### config.mk
export PLATFORM = sky130hd
export DESIGN_NAME = decoder_scan_flat
export DESIGN_NICKNAME = d
export VERILOG_FILES = /design/src/rtl/decoder_scan_if.sv /design/src/rtl/decoder_scan.sv /design/src/flat_wrapper.sv
export SDC_FILE = /design/constraint.sdc
export NUM_CORES = 1
export LEC_CHECK = 0
export CELL_PAD_IN_SITES_DETAIL_PLACEMENT = 1
export CELL_PAD_IN_SITES_GLOBAL_PLACEMENT = 2
export CORE_MARGIN = 4
export CORE_UTILIZATION = 30
export DETAILED_ROUTE_END_ITERATION = 10
export HOLD_SLACK_MARGIN = 0.02
export PLACE_DENSITY = 0.78
export SLEW_MARGIN = 10
export SYNTH_ARGS = -nofsm -noshare
export SYNTH_HDL_FRONTEND = slang
export SYNTH_SLANG_ARGS = --single-unit
### constraint.sdc
create_clock -name clk -period 2.21 [get_ports clk]
set_input_delay 0.3315 -clock clk [delete_from_list [all_inputs] [get_ports clk]]
set_output_delay 0.3315 -clock clk [all_outputs]
set_load 0.005 [all_outputs]
### src/rtl/decoder_scan_if.sv
// Handshake bundle for decoder_scan.
// Master drives the controls; slave returns the decode.
interface decoder_scan_if #(
    parameter int N = 3
) ();
    logic             en;
    logic [1:0]       mode;
    logic             start;
    logic [N-1:0]     a;
    logic [2**N-1:0]  y;
    logic [N-1:0]     cur;
    logic             busy;
    logic             done;

    modport master (
        output en, mode, start, a,
        input  y, cur, busy, done
    );

    modport slave (
        input  en, mode, start, a,
        output y, cur, busy, done
    );
endinterface

### src/rtl/decoder_scan.sv
// Registered N-to-2**N one-hot decoder with direct,
// auto-scan and one-shot sweep modes.
module decoder_scan #(
    parameter int N     = 3,
    parameter int DWELL = 4
) (
    input  logic           clk,
    input  logic           rst_n,
    decoder_scan_if.slave  bus
);
    localparam int M  = 2**N;
    localparam int CW = (DWELL > 1) ? $clog2(DWELL) : 1;
    localparam logic [CW-1:0] LAST = CW'(DWELL - 1);
    localparam logic [N-1:0]  CMAX = {N{1'b1}};

    localparam logic [1:0] MD_DIRECT = 2'b00;
    localparam logic [1:0] MD_SCAN   = 2'b01;
    localparam logic [1:0] MD_SWEEP  = 2'b10;

    typedef enum logic [1:0] {
        S_IDLE, S_DIRECT, S_SCAN, S_SWEEP
    } state_t;

    state_t          r_state;
    logic [N-1:0]    r_cur;
    logic [CW-1:0]   r_cnt;
    logic [M-1:0]    r_y;
    logic            r_busy;
    logic            r_done;

    state_t          w_state;
    logic [N-1:0]    w_cur;
    logic [CW-1:0]   w_cnt;
    logic [M-1:0]    w_y;
    logic            w_busy;
    logic            w_done;
    logic [1:0]      w_own;
    logic            w_wrap;

    assign w_own  = (r_state == S_SCAN) ? MD_SCAN : MD_SWEEP;
    assign w_wrap = (r_cnt == LAST);

    always_ff @(posedge clk or negedge rst_n) begin
        if (!rst_n) begin
            r_state <= S_IDLE;
            r_cur   <= '0;
            r_cnt   <= '0;
            r_y     <= '0;
            r_busy  <= 1'b0;
            r_done  <= 1'b0;
        end else if (bus.en) begin
            r_state <= w_state;
            r_cur   <= w_cur;
            r_cnt   <= w_cnt;
            r_y     <= w_y;
            r_busy  <= w_busy;
            r_done  <= w_done;
        end
    end

    // Mode change beats restart, restart beats advance.
    always_comb begin
        w_state = r_state;
        w_cur   = r_cur;
        w_cnt   = r_cnt;
        w_done  = 1'b0;
        unique case (r_state)
            S_IDLE: begin
                if (bus.mode == MD_DIRECT) begin
                    w_state = S_DIRECT;
                    w_cur   = bus.a;
                end else if (bus.start && bus.mode == MD_SCAN) begin
                    w_state = S_SCAN;
                    w_cur   = bus.a;
                    w_cnt   = '0;
                end else if (bus.start && bus.mode == MD_SWEEP) begin
                    w_state = S_SWEEP;
                    w_cur   = bus.a;
                    w_cnt   = '0;
                end
            end
            S_DIRECT: begin
                if (bus.mode == MD_DIRECT) begin
                    w_cur = bus.a;
                end else begin
                    w_state = S_IDLE;
                end
            end
            S_SCAN, S_SWEEP: begin
                if (bus.mode != w_own) begin
                    w_cnt = '0;
                    if (bus.mode == MD_DIRECT) begin
                        w_state = S_DIRECT;
                        w_cur   = bus.a;
                    end else begin
                        w_state = S_IDLE;
                    end
                end else if (bus.start) begin
                    w_cur = bus.a;
                    w_cnt = '0;
                end else if (!w_wrap) begin
                    w_cnt = r_cnt + 1'b1;
                end else begin
                    w_cnt = '0;
                    if (r_state == S_SWEEP && r_cur == CMAX) begin
                        w_state = S_IDLE;
                        w_done  = 1'b1;
                    end else begin
                        w_cur = r_cur + 1'b1;
                    end
                end
            end
        endcase
    end

    // Outputs are decoded from the next state, then registered.
    always_comb begin
        w_y = '0;
        if (w_state != S_IDLE) begin
            w_y[w_cur] = 1'b1;
        end
        w_busy = (w_state == S_SCAN) || (w_state == S_SWEEP);
    end

    assign bus.y    = r_y;
    assign bus.cur  = r_cur;
    assign bus.busy = r_busy;
    assign bus.done = r_done;
endmodule

### src/flat_wrapper.sv
// flat-port wrapper written by rule: the top's interface ports become plain ports
module decoder_scan_flat 
#(
    parameter int N     = 3,
    parameter int DWELL = 4
)
  (clk, rst_n, bus_en, bus_mode, bus_start, bus_a, bus_y, bus_cur, bus_busy, bus_done);
  decoder_scan_if #(.N(N)) bus_i ();
  input  logic clk;
  input  logic rst_n;
  input wire logic [$bits(bus_i.en)-1:0] bus_en;
  input wire logic [$bits(bus_i.mode)-1:0] bus_mode;
  input wire logic [$bits(bus_i.start)-1:0] bus_start;
  input wire logic [$bits(bus_i.a)-1:0] bus_a;
  output wire logic [$bits(bus_i.y)-1:0] bus_y;
  output wire logic [$bits(bus_i.cur)-1:0] bus_cur;
  output wire logic [$bits(bus_i.busy)-1:0] bus_busy;
  output wire logic [$bits(bus_i.done)-1:0] bus_done;
  assign bus_i.en = bus_en;
  assign bus_i.mode = bus_mode;
  assign bus_i.start = bus_start;
  assign bus_i.a = bus_a;
  assign bus_y = bus_i.y;
  assign bus_cur = bus_i.cur;
  assign bus_busy = bus_i.busy;
  assign bus_done = bus_i.done;
  decoder_scan #(.N(N), .DWELL(DWELL)) u_core (.clk(clk), .rst_n(rst_n), .bus(bus_i));
endmodule
==> key figures <==
Setup path
  – WS Path Type: input pin to flip-flop
  – Slowest library cell on the worst path: or3b_4
  – CP most frequent cell: buf_4
  – Crit-path max cell delay: 0.43 ns
  – R2r startpoint: u_core.bus.cur[0]$_DFFE_PN0P_
  – CP Launch Type: input pin
  – Critical path data arrival time: 2.37 ns
  – Worst Setup SP: bus_mode[0]
  – Critical path peak fanout: 10
  – Worst path cell trace: clkdlybuf4s50_1 -> buf_4 -> nand4b_1 -> buf_4 -> a22oi_1 -> o21a_1 -> or3b_4 -> o32ai_2
  – Crit-path leading delay family: buffers and inverters
  – Setup crit end kind: flip-flop
  – CP bufs+invs: 3
  – WP data required: 2.42 ns

Power
  – Design Power: 895 uW
  – Pwr/cell area: roughly 570 mW/mm2
  – Pleak: 0.000638 uW
  – Worst IR drop on VDD: 0.000325 V

Min path
  – Worst min path class: input pin to asynchronous set/reset pin

Timing
  – Slew @ Worst Pin: 0.790 ns
  – Tmin final: approximately 2.2 ns
  – RSZ-0062 raised after global routing: yes
  – Endpoints failing setup: 0
  – Final Hold Viols: 0
  – Peak Freq: 462 MHz
  – Final period utilization: 97.8%
  – Worst Setup Slack, final: between 0.04 and 0.05 ns
  – Layout Skew: roughly 0.0032 ns
  – Final Max Tran Viols: 0
  – Worst slew margin: a little under half

Drt
  – Routed len/inst: 16.8 um
  – DR pass1 iterations: 4
  – Initial drt markers: 21
  – Via Count: 1,052
  – Drt via density: 5.39
  – Antenna viol nets, final: 0
  – DRC violations left: 0
  – Final WL: 3.28 mm

Placement
  – # placed instances: 188
  – Number of port buffers: 21
  – DP HPWL: approximately 2.4 mm
  – RD Place Congestion: 0.849
  – Setup WS pre-CTS: -0.302 ns

Clock network
  – Clk sinks: 17
  – CTS tree: yes
  – Clock tree buffer depth: 2
  – Num CTS Buffers: 3
  – Clk_lat worst skew: ~0.29 ns
  – CTS root buf: clkbuf_4
  – Number of H-tree levels: 1
  – Reg clk slew, reported paths: 0.11 ns
  – Hold Buf Count CTS: 0

Global route
  – Antenna violations before repair: 0
  – Global route hottest layer: met2
  – Met2 GRT Util: 27.5%
  – First-pass GRT wire length: approximately 5.2 mm
  – GR Util met3: 2.16%
  – GRT Util Overall: 15.0%
  – Grt total ovfl: 0
  – Largest net degree at the start of global routing: 22
  – Vias in the first global route: around 1,100
  – GR Util met1: 17.6%

Logic synthesis
  – Warnings, synthesis: 0
  – Flops & latches, synth: 17
  – Count of cell types in the netlist: 43
  – Syn Inst Count: 109
  – Avg Inst Size Synth: between 9 and 10 um2
  – Synth Cell Area: 0.00106 mm2
  – Sequential area share after synthesis: 40.3%
  – Post-Syn Nets: 121

Run
  – Max_cap viols: 0

Die
  – Io pins: 22
  – Core ar.: 0.00336 mm2
  – Die extent in y: 67.3 um
  – Rows: 21
  – Initial Utilization: 31.4%
  – Die ar.: 0.00453 mm2
  – Die extent in x: 67.3 um

Layout
  – Share of cells above drive strength 1: 31.5%
  – Register area: 427 um2
  – Highest-count cells in the layout ignoring fill and taps: clkdlybuf4s50_1, buf_4, dfrtp_1, inv_1, o32ai_2
  – Ant. Diodes: 0
  – Area Overhead vs Synth: 48.5%
  – Fillcell total: 412
  – Area of the multi-input gates: 636 um2
  – Non-Filler Instances: around 200
  – Nets: 162

Outcome
  – Status: finished clean
==> layer usage <==
layer	routed length [um]	share of wire [%]
met5	0	0
met4	59	1.8
met3	131	4.0
met2	1690	52
met1	1400	43
==> what timing repair did <==
action / in CTS / in global routing
buffers inserted: 0 / 3
endpoints found under the setup margin: 6 / 9
gates resized for setup: 4 / 13
pin swaps: 0 / 5
==> worst reg2reg max path: stages, from the launching register on <==
cell and delay (ns):
dfrtp_1 0.40, ha_2 0.21, ha_2 0.19, and3_4 0.19
o32ai_2 0.24, o32ai_2 0.15, or3b_4 0.47, o32ai_2 0.21
==> sequential cells by signal, summed over array words and instances, names as in the netlist <==
signal           count
u_core.r_state       2
u_core.r_cnt         2
u_core.bus.cur       3
u_core.bus.done      1
u_core.bus.busy      1
u_core.bus.y         8
==> final cells by class <==
| type | instances | share of cell area, % |
|---|---|---|
| clock buffers | 3 | 1.44 |
| clock inverters | 1 | 0.319 |
| inverters | 14 | 3.35 |
| multi-input cells | 72 | 40.5 |
| flip-flops and latches | 17 | 27.2 |
| well taps | 46 | 3.67 |
| repair buffers | 42 | 23.5 |
==> cell usage after synthesis, drive strengths merged <==
| cell type | number | share of area [%] |
|---|---|---|
| clkbuf | 2 | 0.71 |
| a21oi | 4 | 1.9 |
| a21boi | 2 | 1.4 |
| buf | 4 | 1.9 |
| a32o | 1 | 0.95 |
| xnor2 | 1 | 0.83 |
| nand2 | 3 | 1.1 |
| o21ai | 5 | 2.4 |
| o22ai | 1 | 0.59 |
| o21a | 4 | 2.8 |
| or3b | 2 | 1.9 |
| a211o | 1 | 0.83 |
| and2 | 2 | 1.2 |
| nand2b | 1 | 0.59 |
| o32ai | 11 | 9.1 |
| nor2 | 5 | 1.8 |
| o221ai | 2 | 1.7 |
| nand4b | 1 | 0.83 |
| o21bai | 1 | 0.71 |
| nand3 | 2 | 0.95 |
| mux2 | 1 | 1.1 |
| nor3 | 1 | 0.47 |
| a311oi | 1 | 0.83 |
| xor2 | 1 | 0.83 |
| mux2i | 1 | 0.95 |
| o211ai | 1 | 0.71 |
| or4b | 1 | 1.3 |
| nand4bb | 1 | 1.1 |
| or2b | 1 | 0.71 |
| a22oi | 2 | 2.7 |
| and3 | 1 | 0.59 |
| a211oi | 2 | 1.4 |
| or2 | 1 | 0.59 |
| o211a | 1 | 0.95 |
| inv | 14 | 5.0 |
| dfrtp | 17 | 40 |
| nor4b | 1 | 0.83 |
| ha | 3 | 3.6 |
| and3b | 1 | 0.83 |
| nand4 | 2 | 1.2 |
==> through the flow <==
stage	hold WS [ns]	area, um2	TNS [ns]	util [%]
finish	0.485	1570	0	46.6
global route	0.513	1570	-0.103	46.6
CTS	0.498	1490	-0.00566	44.2
detailed placement	0.475	1430	-2.49	42.6
global placement	0.462	1430	-2.03	42.6
floorplan	0.0359	1060	0	-
==> where the power goes <==
| part | internal (uW) | switching, uW | total, uW |
|---|---|---|---|
| combinational | 183 | 168 | 351 |
| clock | 67.4 | 105 | 173 |
| sequential | 343 | 28.2 | 372 |
| total | 593 | 302 | 895 |
==> path summary, 6_finish.rpt <==
path,end,slack [ns],cells past startpoint
hold reg to reg,u_core.bus.busy$_DFFE_PN0P_,0.49,1
min in group clk,u_core.bus.busy$_DFFE_PN0P_,0.49,1
setup reg to reg,u_core.bus.y[4]$_DFFE_PN0P_,0.08,7
max in group asynchronous,u_core.r_state[0]$_DFFE_PN0P_,1.19,1
hold / removal,u_core.bus.y[6]$_DFFE_PN0P_,0.49,1
setup / recovery,u_core.bus.y[4]$_DFFE_PN0P_,0.05,8
==> kinds of logic (layout without fill, tap and decap cells) <==
group                    count (synthesis)  in the layout  share of synthesized area, %
AO/OA/AOI/OAI                           39             39                          29.0
multiplexers                             2              2                          2.01
buffers and inverters                   20             60                          7.58
XOR/XNOR                                 2              2                          1.66
AND/OR/NAND/NOR                         26             26                          15.9
flip-flops                              17             17                          40.3
adder cells (fa/ha/maj)                  3              3                          3.55
Note: power is estimated with default switching activity, not from simulation.
